==> src/rtl/q_sample_sequencer.sv <==
// Synchronous-side controller for a Q-flop sampling stage: drives qclock, decodes the
// synchronised resolved rails into bits, bounds the wait with a timeout, buffers bits in a 2-deep FIFO.
module q_sample_sequencer #(
  parameter int unsigned TIMEOUT = 15,
  parameter int unsigned CNT_W   = 4
) (
  input  logic             clock,
  input  logic             reset,
  input  logic             enable,
  input  logic             rh_l,
  input  logic             rl_l,
  input  logic             ack,
  output logic             qclock,
  output logic             out_data,
  output logic             out_valid,
  input  logic             out_ready,
  output logic [CNT_W-1:0] resolve_cycles,
  output logic             timeout_err,
  output logic             rail_err
);

  localparam logic [1:0] StIdle    = 2'd0;
  localparam logic [1:0] StSample  = 2'd1;
  localparam logic [1:0] StRelease = 2'd2;

  localparam logic [CNT_W-1:0] TimeoutVal = CNT_W'(TIMEOUT);

  // Synchronisers, bit order {ack, rl_l, rh_l}; reset to 1 so the rails read idle.
  logic [2:0] sync1_d, sync1_q, sync2_d, sync2_q;
  logic       rh_s, rl_s, ack_s;

  logic [1:0]       state_d, state_q;
  logic [CNT_W-1:0] cnt_d, cnt_q;
  logic [CNT_W-1:0] resolve_d, resolve_q;
  logic             qclock_d, qclock_q;
  logic             bit_d, bit_q;
  logic             bit_vld_d, bit_vld_q;
  logic             terr_d, terr_q;
  logic             rerr_d, rerr_q;

  logic [1:0] mem_d, mem_q;
  logic       wr_d, wr_q;
  logic       rd_d, rd_q;
  logic [1:0] count_d, count_q;
  logic       push, pop, full;

  always_comb begin
    sync1_d = {ack, rl_l, rh_l};
    sync2_d = sync1_q;
  end

  assign rh_s  = sync2_q[0];
  assign rl_s  = sync2_q[1];
  assign ack_s = sync2_q[2];

  assign full = (count_q == 2'd2);

  always_comb begin
    state_d   = state_q;
    cnt_d     = cnt_q;
    qclock_d  = qclock_q;
    bit_d     = bit_q;
    bit_vld_d = bit_vld_q;
    resolve_d = resolve_q;
    terr_d    = terr_q;
    rerr_d    = rerr_q;
    push      = 1'b0;
    case (state_q)
      StIdle: begin
        cnt_d    = '0;
        qclock_d = 1'b0;
        if (enable && ack_s && !full) begin
          state_d   = StSample;
          qclock_d  = 1'b1;
          bit_vld_d = 1'b0;
        end
      end
      StSample: begin
        if (!rh_s || !rl_s) begin
          // Both rails low resolves as 1 and is flagged.
          bit_d     = !rh_s;
          bit_vld_d = 1'b1;
          resolve_d = cnt_q;
          if (!rh_s && !rl_s) rerr_d = 1'b1;
          state_d   = StRelease;
          qclock_d  = 1'b0;
          cnt_d     = '0;
        end else if (cnt_q == TimeoutVal) begin
          terr_d    = 1'b1;
          bit_vld_d = 1'b0;
          state_d   = StRelease;
          qclock_d  = 1'b0;
          cnt_d     = '0;
        end else begin
          cnt_d = cnt_q + 1'b1;
        end
      end
      StRelease: begin
        qclock_d = 1'b0;
        if (ack_s) begin
          push      = bit_vld_q;
          bit_vld_d = 1'b0;
          state_d   = StIdle;
          cnt_d     = '0;
        end else if (cnt_q == TimeoutVal) begin
          terr_d    = 1'b1;
          bit_vld_d = 1'b0;
          state_d   = StIdle;
          cnt_d     = '0;
        end else begin
          cnt_d = cnt_q + 1'b1;
        end
      end
      default: begin
        state_d  = StIdle;
        qclock_d = 1'b0;
        cnt_d    = '0;
      end
    endcase
  end

  // With two entries a push at full lands in the slot being popped, which is correct FIFO order.
  always_comb begin
    pop   = (count_q != 2'd0) && out_ready;
    mem_d = mem_q;
    if (push) mem_d[wr_q] = bit_q;
    wr_d = wr_q ^ push;
    rd_d = rd_q ^ pop;
    case ({push, pop})
      2'b10:   count_d = count_q + 2'd1;
      2'b01:   count_d = count_q - 2'd1;
      default: count_d = count_q;
    endcase
  end

  always_ff @(posedge clock or posedge reset) begin
    if (reset) begin
      sync1_q   <= 3'b111;
      sync2_q   <= 3'b111;
      state_q   <= StIdle;
      cnt_q     <= '0;
      qclock_q  <= 1'b0;
      bit_q     <= 1'b0;
      bit_vld_q <= 1'b0;
      resolve_q <= '0;
      terr_q    <= 1'b0;
      rerr_q    <= 1'b0;
      mem_q     <= 2'b00;
      wr_q      <= 1'b0;
      rd_q      <= 1'b0;
      count_q   <= 2'd0;
    end else begin
      sync1_q   <= sync1_d;
      sync2_q   <= sync2_d;
      state_q   <= state_d;
      cnt_q     <= cnt_d;
      qclock_q  <= qclock_d;
      bit_q     <= bit_d;
      bit_vld_q <= bit_vld_d;
      resolve_q <= resolve_d;
      terr_q    <= terr_d;
      rerr_q    <= rerr_d;
      mem_q     <= mem_d;
      wr_q      <= wr_d;
      rd_q      <= rd_d;
      count_q   <= count_d;
    end
  end

  assign qclock         = qclock_q;
  assign out_data       = mem_q[rd_q];
  assign out_valid      = (count_q != 2'd0);
  assign resolve_cycles = resolve_q;
  assign timeout_err    = terr_q;
  assign rail_err       = rerr_q;

endmodule

==> config.mk <==
export PLATFORM = sky130hd
export DESIGN_NAME = q_sample_sequencer
export DESIGN_NICKNAME = d
export VERILOG_FILES = /design/src/rtl/q_sample_sequencer.sv
export SDC_FILE = /design/constraint.sdc
export NUM_CORES = 1
export LEC_CHECK = 0
export BUFFER_PORTS_ARGS = -buffer_cell sky130_fd_sc_hd__buf_2
export CAP_MARGIN = 5
export CORE_UTILIZATION = 55
export CTS_CLUSTER_DIAMETER = 200
export CTS_CLUSTER_SIZE = 14
export DETAILED_ROUTE_END_ITERATION = 6
export GPL_TIMING_DRIVEN = 0
export PLACE_DENSITY = 0.84
export SYNTH_ARGS = -nofsm -noshare
export SYNTH_HDL_FRONTEND = slang
export SYNTH_SLANG_ARGS = --single-unit
export TNS_END_PERCENT = 20
==> constraint.sdc <==
create_clock -name clock -period 1.9 [get_ports clock]
set_input_delay 0.19 -clock clock [delete_from_list [all_inputs] [get_ports clock]]
set_output_delay 0.19 -clock clock [all_outputs]
set_load 0.03 [all_outputs]
== Word level (Yosys, flattened, before mapping) ==
Index checks and enable logic that the tools add are counted.
Operators by class
  add/subtract/negate cells: 3
  order comparisons: 3
  equal/unequal tests: 11
  multiplexer cells: 31
  bitwise logic cells: 2
  reduce and logical (&&, ||, !) cells: 19
Operators by type and width (count)
  1-bit two-way mux: 15
  4-bit two-way mux: 3
  2-bit two-way mux: 5
  3-bit AND reduction: 3
  4-bit case mux with 2 select lines: 1
  2-bit equality test (second input constant): 3
  2-bit inequality test (second input constant): 3
  3-bit inequality test (second input constant): 2
  2-bit case mux with 3 select lines: 1
  2-bit nonzero test: 3
  1-bit logical AND: 5
  4-bit by 1-bit adder with 4-bit output (second input constant): 1
  2-bit by 1-bit equality test with 1-bit output (second input constant): 2
  4-bit equality test (second input constant): 1
  1-bit by 2-bit < comparator with 1-bit output (second input constant): 2
  1-bit case mux with 2 select lines: 2
  2-bit case mux with 2 select lines: 1
  2-bit AND reduction: 2
  1-bit zero test: 3
  1-bit case mux with 3 select lines: 1
  3-bit nonzero test: 1
  2-bit by 1-bit adder with 2-bit output (second input constant): 1
  2-bit bitwise mux: 1
  2-bit zero test: 1
  other kinds (5): 6
Word-level totals
  register bits: 27
  input port bits: 7

== Logic depth before layout (Yosys ltp) ==
Gate-level depths: netlist of the first run.
  depth in word-level cells: 5
  mapped depth: 8
  mapped depth without buffers: 8

== Worst setup path before layout of the first run ==
No wires, ideal clock.
  path kind: reg-to-reg
  start point: reg count_q[0]
  end point: reg count_q[1]
  data arrival time: 1.497 ns
  data required time: 1.820 ns
  setup slack: 0.323 ns
  cell stages (with the launch flop): 6
  path buffers: 0
  clock period less this slack: 1.577 ns
  path through: dfrtp_1 > or2_1 > and2_1 > ha_1 > nor2_1 > xnor2_1
On the way
  cells in the longest elaborated chain, start to end: 4
  elaborated cells between the ends (all ways): 8
RTL lines
  start, declared: RTL line 44  | logic [1:0] count_d, count_q;
  start signal, assigned: RTL line 166  | count_q <= count_d;
  2-bit nonzero test *
  via out_valid: RTL line 15  | output logic out_valid,
  1-bit logical AND *: RTL line 124  | pop = (count_q != 2'd0) && out_ready;
  2-bit by 1-bit equality test with 1-bit output / 2-bit equality test (equally long branches): RTL line 129  | case ({push, pop})
  2-bit case mux with 2 select lines / 2-bit nonzero test (equally long branches)
Mark *: on every way through the listed nets, which the timed path passes. The rest lies on a longest branch.
A chain may end at the register's enable or synchronous reset.

== Final worst setup path of the first run ==
  start point: reg state_q[0]
  end point: reg qclock_q (netlist: qclock)
On the way
  cells in the longest elaborated chain, start to end: 2
  elaborated cells between the ends (all ways): 4
RTL lines
  start, declared: RTL line 32  | logic [1:0] state_d, state_q;
  start signal, assigned: RTL line 140  | state_q <= StIdle;
  start signal, assigned: RTL line 155  | state_q <= state_d;
  2-bit by 1-bit equality test with 1-bit output / 2-bit zero test (equally long branches): RTL line 68  | case (state_q)
  1-bit case mux with 2 select lines / 3-bit inequality test (equally long branches)
  end signal, assigned: RTL line 157  | qclock_q <= qclock_d;
  end, declared: RTL line 35  | logic qclock_d, qclock_q;
Parallel ways exist; a longest one is shown, timed or not.

==> flow_metrics.tcl, run 1 <==
set metrics [dict create \
    worstSetupStartpointType "flop" \
    setup_tns_ns 0 \
    slew_violations 0 \
    rsz0062_at_grt "false" \
    utilization 0.674 \
    timing.fmax_mhz 603 \
    slew_headroom 0.356 \
    synthDistinctLibCells 32 \
    cts_root_buf "clkbuf_4" \
    cts_setup_buffers 0 \
    tightest_slew_ns 0.965 \
    yosysWarningCount 0 \
    start_util 0.590 \
    drt-initial-drc-count 18 \
    syn_avg_cell_area_um2 12.9 \
    ctsResizeCount 0 \
    remaining_drc_errors 0 \
    areaGrowthSynthToFinish_pct 14.1 \
    cts_buffers 3 \
    ys.flop_type "dfrtp_1" \
    critPathRequiredTime_ns 2.12 \
    h-tree-depth 1 \
    antenna_cells 0 \
    gr-total-overflow 0 \
    grt_pass1_wl_um 2760 \
    nNetsFinal 129 \
    synthXorXnorAreaFrac 0.0374 \
    synth_top_cell_by_area "dfrtp_1" \
    syn_area_um2 1170 \
    hp-class "primary input to async pin" \
    die_width_um 48.1 \
    cts_buffer_depth 2 \
    worstPathCellList "inv_1 -> ha_1 -> or2b_4 -> a21oi_2 -> nor2_1 -> a22o_1" \
    synthTopCellsByCount "dfrtp_1, ha_1, inv_1, mux2_1" \
    grt_max_degree 28 \
    syn_inst 91 \
    synth_edf_count 0 \
    fin_crit_ns 1.66 \
    cts_tree "yes" \
    fin_crit_sh 0.872 \
    ant_nets 0 \
    grt_pass1_vias 684 \
    power.total_mw 1.59 \
    crit_type "flop to flop" \
    max_stage_delay_ns 0.44 \
    vias 761 \
    synth-simple-area-share 0.0909 \
    dr.pass1.iters 4 \
    gp_congestion 0.913 \
    end_kind "flop" \
    synthMuxAreaShare 0.0759 \
    cts_num_sinks 27 \
    core-area_um2 1980 \
    finalInstanceArea_um2 1340 \
    p_leak_nw 0.698 \
    via_per_inst 5.44 \
    finClkSkew_ns 0.00313 \
    place_inst 133 \
    syn-num-nets 106 \
    clk_pin_slew_ns 0.13 \
    synthTopCellsByArea "dfrtp_1, dfstp_2, ha_1" \
    synth_top_family_by_area "compound AO/OA/AOI/OAI gates" \
    placed_area_um2 1280 \
    drt_wl_total_um 1820 \
    worstPathArrival_ns 1.88 \
    ys_seq_area_frac 0.584 \
    finalSetupViolCount 0 \
    clkLatencyLatePin_ns 0.32 \
    port_buffers 15 \
    drv_cap 0 \
    wl_per_cell_um 13.0 \
    irDropWorstVdd_uv 739 \
    grt_usage 0.177 \
    crit_slowest_cell "dfrtp_1" \
    cellPowerDensity_nw_per_um2 1190 \
    die_y_um 48.1 \
    cts_hold_buf 3 \
    synth_top_area_frac 0.449 \
    place_hpwl_um 1380 \
    worstPathMaxFanout 4 \
    synthAdderAreaFrac 0.0856 \
    yosys.cell_count.top_type "dfrtp_1" \
    num_io_pins 16 \
    std_cell_rows 16 \
    fp.dieArea_um2 2320 \
    instances_no_fill 140 \
    antenna_found_initial 0 \
    ys_async_sr_fraction 1.00 \
    ys_ff_latch 27 \
    synth_compound_area_frac 0.101 \
    drive_gt1_frac 0.257 \
    status "completed" \
    hold_viol_final 0 \
]
[final timing paths]
path / start / end / slack (ns) / cells after the start
max: state_q[0] / qclock / 0.24 / 6
min: reset / cnt_q[3] / 0.07 / 2
max reg2reg: state_q[0] / qclock / 0.24 / 6
min reg2reg: sync1_q[1] / sync2_q[1] / 0.37 / 0
max in group asynchronous: reset / rail_err / 1.25 / 2
min in group clock: out_ready / rd_q / 0.22 / 3
[final cells by class]
class,instances,area (µm²)
Inverter,8,30.0
Fill cell,138,647
Tap cell,27,33.8
Timing Repair Buffer,18,105
Multi-Input combinational cell,56,457
Clock buffer,4,26.3
Sequential cell,27,683
[worst max-delay path, delay by kind of cell, from the launching register on]
family / cells / cell delay (ns)
adder cells (fa/ha/maj): 1 / 0.20
buffers and inverters: 1 / 0.11
flip-flops: 1 / 0.44
AND/OR/NAND/NOR: 2 / 0.38
AO/OA/AOI/OAI: 2 / 0.43
[sequential cells by signal, indices dropped and copies added, names as in the netlist]
register,count
sync1_q,3
rd_q,1
count_q,2
qclock,1
cnt_q,4
wr_q,1
resolve_cycles,4
mem_q,2
sync2_q,3
bit_vld_q,1
timeout_err,1
state_q,2
bit_q,1
rail_err,1
[power breakdown]
group | internal (mW) | leakage [nW] | switching, mW | total [mW]
registers | 0.707 | 0.337 | 0.0852 | 0.792
logic | 0.238 | 0.346 | 0.320 | 0.558
clock network | 0.0823 | 0.0150 | 0.156 | 0.238
[metal layers]
| layer | global-route usage | vias to the layer above | routed length (µm) |
|---|---|---|---|
| met4 | 0.0889 | 0 | 29 |
| met5 | 0 | - | 0 |
| li1 | - | 360 | - |
| met3 | 0.0222 | 3 | 72 |
| met1 | 0.220 | 376 | 781 |
| met2 | 0.305 | 22 | 941 |
[cell usage in the layout, fill, tap and decap left out, drive strengths merged, types with 2 or more instances in the layout]
cell         Yosys  layout
dfrtp           21      21
dlygate4sd3      0       3
a21o             2       2
inv              8       8
clkbuf           0       4
mux2             7       7
a21oi            3       3
nor2             4       4
nand2            6       6
ha               8       8
buf              0      15
dfstp            6       6
xnor2            4       4
nand3            2       2
and3             3       3
[through the flow]
step / hold WS [ns] / worst slack (ns)
finish: 0.0651 / 0.242
detailed placement: 0.299 / 0.270
floorplan: 0.194 / 0.323
global placement: 0.296 / 0.319
global route: 0.162 / 0.0879
CTS: 0.0985 / 0.243
[cell families after synthesis]
| kind of cell | count (synthesis) |
|---|---|
| flip-flops | 27 |
| AO/OA/AOI/OAI | 15 |
| AND/OR/NAND/NOR | 20 |
| buffers and inverters | 8 |
| adder cells (fa/ha/maj) | 8 |
| multiplexers | 8 |
| XOR/XNOR | 5 |
Note: power is estimated with default switching activity, not from simulation.
==> inputs of run 2 (changes only) <==
--- a/config.mk
+++ b/config.mk
@@ -5,14 +5,14 @@
 export SDC_FILE = /design/constraint.sdc
 export NUM_CORES = 1
 export LEC_CHECK = 0
-export BUFFER_PORTS_ARGS = -buffer_cell sky130_fd_sc_hd__buf_2
 export CAP_MARGIN = 5
 export CORE_UTILIZATION = 55
 export CTS_CLUSTER_DIAMETER = 200
 export CTS_CLUSTER_SIZE = 14
 export DETAILED_ROUTE_END_ITERATION = 6
+export DONT_BUFFER_PORTS = 1
 export GPL_TIMING_DRIVEN = 0
-export PLACE_DENSITY = 0.84
+export PLACE_DENSITY = 0.77
 export SYNTH_ARGS = -nofsm -noshare
 export SYNTH_HDL_FRONTEND = slang
 export SYNTH_SLANG_ARGS = --single-unit
==> run 2 against run 1 <==
Power fell by 2.6%. Sequential share of layout area increased by 2.6 points. Flip-flop and latch count unchanged. Non-clock buffer count decreased by 14. Sequential power increased by 5.3%. Worst hold slack improved by 0.055 ns. Design area fell by 4.9%. Largest cell class unchanged.
==> flow_metrics.tcl, run 2 (synthesis results as in run 1) <==
set metrics [dict create \
    via_per_inst 5.37 \
    core-area_um2 1980 \
    r2r_start "count_q[0]" \
    std_cell_rows 16 \
    vias 677 \
    setup_tns_ns 0 \
    die_y_um 48.1 \
    ant_nets 0 \
    num_io_pins 16 \
    status "completed" \
    wl_met1_um 835 \
    grt_usage 0.168 \
    finClkSkew_ns 0.00848 \
    drive_gt1_frac 0.141 \
    cts_buffers 3 \
    power_frac_comb 0.302 \
    cellPowerDensity_nw_per_um2 1220 \
    finalSetupViolCount 0 \
    tightest_slew_ns 0.970 \
    final_common_cell "dfrtp_1" \
    nNetsFinal 115 \
    final_cell_mix "dfrtp_1, ha_1, inv_1, mux2_1" \
    cts_root_buf "clkbuf_4" \
    antenna_found_initial 0 \
    dr.pass1.iters 4 \
    critPathRequiredTime_ns 2.16 \
    instances_no_fill 126 \
    slew_violations 0 \
    crit_type "flop to flop" \
    grt_pass1_vias 614 \
    areaGrowthSynthToFinish_pct 8.56 \
    cts_num_sinks 27 \
    place_inst 118 \
    port_buffers 0 \
    place_hpwl_um 1240 \
    p_sw_frac 0.357 \
    clk_pin_slew_ns 0.14 \
    slew_headroom 0.353 \
    drt_wl_total_um 1760 \
    h-tree-depth 1 \
    gr-total-overflow 0 \
    fin_crit_sh 0.877 \
    antenna_cells 0 \
    dr_wl_met2_um 813 \
    pwr-share-seq 0.540 \
    remaining_drc_errors 0 \
    gp_congestion 0.819 \
    irDropWorstVdd_uv 762 \
    dr_wl_met3_um 87 \
    p_switching_uw 552 \
    grt_max_degree 28 \
    p_int_uw 995 \
    wl_per_cell_um 14.0 \
    rsz0062_at_grt "false" \
    clkPwrFrac 0.158 \
    clkLatencyLatePin_ns 0.32 \
    die_width_um 48.1 \
    cts_tree "yes" \
    cts_buffer_depth 2 \
    fin_crit_ns 1.67 \
    timing.fmax_mhz 600 \
    min_from "out_ready" \
    end_kind "flop" \
    worstPathMaxFanout 4 \
    hp-class "primary input to flop" \
    fp.dieArea_um2 2320 \
    drt-initial-drc-count 14 \
    top_layer "met4" \
    fillerInstances 148 \
    crit_path_start "count_q[0]" \
    worstSetupStartpointType "flop" \
    grt_pass1_wl_um 2550 \
    hold_viol_final 0 \
    p_leak_nw 0.635 \
    start_util 0.590 \
    worstPathArrival_ns 1.93 \
    drv_cap 0 \
]
==> run 2: cell count changes in the layout (fill, tap and decap cells not counted), sizes merged <==
| cell | before | now |
|---|---|---|
| buf | 15 | 0 |
| dlygate4sd3 | 3 | 4 |
==> run 2: timing repair <==
item / CTS / global route
buffers inserted: 0 / 0
endpoints found under the hold margin: 24 / 0
resized for setup: 0 / 0
hold buffers: 4 / 0
==> run 2: final cells by class <==
class / count / area (µm²) / share of cell area
sequential: 27 / 683 / 0.538
tap: 27 / 33.8 / 0.0266
timing repair buffer: 4 / 40.0 / 0.0315
clock buffer: 4 / 26.3 / 0.0207
multi-input combinational: 56 / 457 / 0.360
inverter: 8 / 30.0 / 0.0236
==> run 2: critical path, cell delays in order (launching register included) <==
cell	delay [ns]
dfrtp_1	0.45
or2_1	0.35
and2_1	0.24
ha_1	0.31
nor2_1	0.14
xnor2_1	0.13
==> run 2: power by group through the flow <==
| stage | combinational (mW) | clock (mW) | sequential [mW] |
|---|---|---|---|
| 2_1_floorplan | 0.398 | 0 | 0.824 |
| 6_report | 0.467 | 0.245 | 0.834 |
| 3_5_place_dp | 0.466 | 0 | 0.850 |
| 5_1_grt | 0.526 | 0.269 | 0.853 |
| 3_3_place_gp | 0.451 | 0 | 0.840 |
| 4_1_cts | 0.474 | 0.252 | 0.838 |
==> run 2: path summary, 6_finish.rpt <==
path / endpoint / slack [ns] / depth (start not counted)
worst max-delay path: count_q[1] / 0.23 / 5
worst min-delay path: rd_q / 0.12 / 2
worst max register to register: count_q[1] / 0.23 / 5
worst min register to register: sync2_q[2] / 0.37 / 0
max in group asynchronous: state_q[1] / 0.80 / 2
min in group asynchronous: resolve_cycles[0] / 0.51 / 2
==> run 2: per-stage QoR <==
stage / util / hold WS (ns) / power (mW) / area [µm²] / setup slack [ns]
final: 0.641 / 0.120 / 1.55 / 1270 / 0.235
after detailed placement: 0.607 / 0.195 / 1.32 / 1200 / 0.252
after global routing: 0.641 / 0.110 / 1.65 / 1270 / 0.129
after CTS: 0.641 / 0.110 / 1.56 / 1270 / 0.215
after floorplan: - / 0.194 / 1.22 / 1170 / 0.323
after global placement: 0.607 / 0.195 / 1.29 / 1200 / 0.276
==> run 2: routing by layer <==
layer	global-route usage	up-vias
li1	-	332
met1	0.214	321
met2	0.273	20
met3	0.0444	4
met4	0.0667	0
met5	0	-
==> inputs of run 3 (changes only) <==
==> constraint.sdc (replaced) <==
create_clock -name clock -period 1.9 [get_ports clock]
set_input_delay 0 -clock clock [delete_from_list [all_inputs] [get_ports clock]]
set_output_delay 0 -clock clock [all_outputs]
set_load 0.05 [all_outputs]
==> run 3 against run 2 <==
Worst hold slack better by 0.0016 ns. Clock power hardly changed. Worst setup slack worse by 0.12 ns. Largest power group unchanged. First-iteration DRC count stayed put. Global-route usage is 0.16 points higher. Combinational power is 7.5% higher.
==> flow_metrics.tcl, run 3 (synthesis results as in run 1) <==
set metrics [dict create \
    h-tree-depth 1 \
    instances_no_fill 127 \
    gp_congestion 0.819 \
    r2r_end "count_q[1]" \
    setup_tns_ns 0 \
    worstPathMaxFanout 4 \
    cts_buffer_depth 2 \
    hp-class "primary input to flop" \
    cts_tree "yes" \
    slew_violations 0 \
    irDropWorstVdd_uv 768 \
    timing.fmax_mhz 560 \
    num_io_pins 16 \
    crit_type "flop to flop" \
    critPathRequiredTime_ns 2.16 \
    r2r_cells 5 \
    rsz0062_at_grt "false" \
    end_kind "flop" \
    grt_pass1_wl_um 2580 \
    grt_max_degree 28 \
    drt-initial-drc-count 14 \
    clkLatencyLatePin_ns 0.32 \
    worstPathArrival_ns 2.04 \
    fp.dieArea_um2 2320 \
    die_width_um 48.1 \
    start_util 0.590 \
    cts_setup_buffers 0 \
    cts_root_buf "clkbuf_4" \
    remaining_drc_errors 0 \
    drt_wl_total_um 1750 \
    p_leak_nw 0.639 \
    dr.pass1.iters 4 \
    fin_crit_ns 1.79 \
    place_inst 118 \
    r2r_start "count_q[0]" \
    worstSetupStartpointType "flop" \
    drv_cap 0 \
    slew_headroom 0.353 \
    grt_pass1_vias 628 \
    cts_buffers 3 \
    ant_nets 0 \
    min_to "state_q[1]" \
    core-area_um2 1980 \
    placed_area_um2 1200 \
    nNetsFinal 116 \
    vias 681 \
    status "completed" \
    tightest_slew_ns 0.970 \
    final_common_cell "dfrtp_1" \
    grt_usage 0.169 \
    antenna_cells 0 \
    port_buffers 0 \
    final_cell_mix "dfrtp_1, ha_1, inv_1, mux2_1" \
    whs_path_depth 3 \
    areaGrowthSynthToFinish_pct 9.41 \
    std_cell_rows 16 \
    finalInstanceArea_um2 1280 \
    via_per_inst 5.36 \
    clk_pin_slew_ns 0.14 \
    antenna_found_initial 0 \
    finClkSkew_ns 0.00530 \
    cts_num_sinks 27 \
    drive_gt1_frac 0.140 \
    min_from "enable" \
    reg2reg_slack_ns 0.11 \
    fin_crit_sh 0.940 \
    power.total_mw 1.61 \
    gr-total-overflow 0 \
    place_hpwl_um 1240 \
    finalSetupViolCount 0 \
    wl_per_cell_um 13.7 \
    fillerInstances 146 \
    die_y_um 48.1 \
    hold_viol_final 0 \
    cellPowerDensity_nw_per_um2 1260 \
]
-- run 3: layout make-up --
type                            count  area [µm²]  area share
Sequential cell                    27         683       0.534
Multi-Input combinational cell     56         457       0.357
Timing Repair Buffer                5        50.0      0.0391
Tap cell                           27        33.8      0.0264
Inverter                            8        30.0      0.0235
Clock buffer                        4        26.3      0.0205
-- run 3: routing by layer --
layer | GRT usage | vias up | wire [µm]
met5 | 0 | - | 0
met4 | 0.0667 | 0 | 21
met1 | 0.214 | 325 | 815
li1 | - | 334 | -
met2 | 0.278 | 18 | 827
met3 | 0.0444 | 4 | 80
-- run 3: how the worst max path moves through the flow --
stage | start | cells past startpoint | endpoint | slack, ns
5_1_grt | count_q[0] | 5 | count_q[1] | 0.04
3_5_place_dp | count_q[0] | 5 | count_q[1] | 0.14
3_3_place_gp | count_q[0] | 5 | count_q[1] | 0.16
2_1_floorplan | count_q[0] | 5 | count_q[1] | 0.21
4_1_cts | count_q[0] | 5 | count_q[1] | 0.10
6_report | count_q[0] | 5 | count_q[1] | 0.11
-- run 3: worst max-delay path: stages, from the launching register on --
cell and delay (ns):
dfrtp_1 0.45, or2_1 0.42, and2_1 0.29, ha_1 0.31
nor2_1 0.14, xnor2_1 0.13
-- run 3: power by group --
group | leakage (nW) | internal (mW) | switching, mW
combinational | 0.287 | 0.208 | 0.294
sequential | 0.337 | 0.706 | 0.159
clock | 0.0150 | 0.0822 | 0.160
-- run 3: metrics by stage --
stage                     utilization  worst slack (ns)  hold WS [ns]
after floorplan                     -             0.213       0.00448
after global placement          0.607             0.164       0.00453
after detailed placement        0.607             0.141       0.00454
after CTS                       0.646             0.103         0.113
after global routing            0.646            0.0386         0.147
final                           0.646             0.114         0.122
-- run 3: what timing repair did --
item | CTS | global route
hold buffers | 5 | 0
hold endpoints to repair | 25 | 0
resized for setup | 0 | 0
endpoints found under the setup margin | 0 | 0
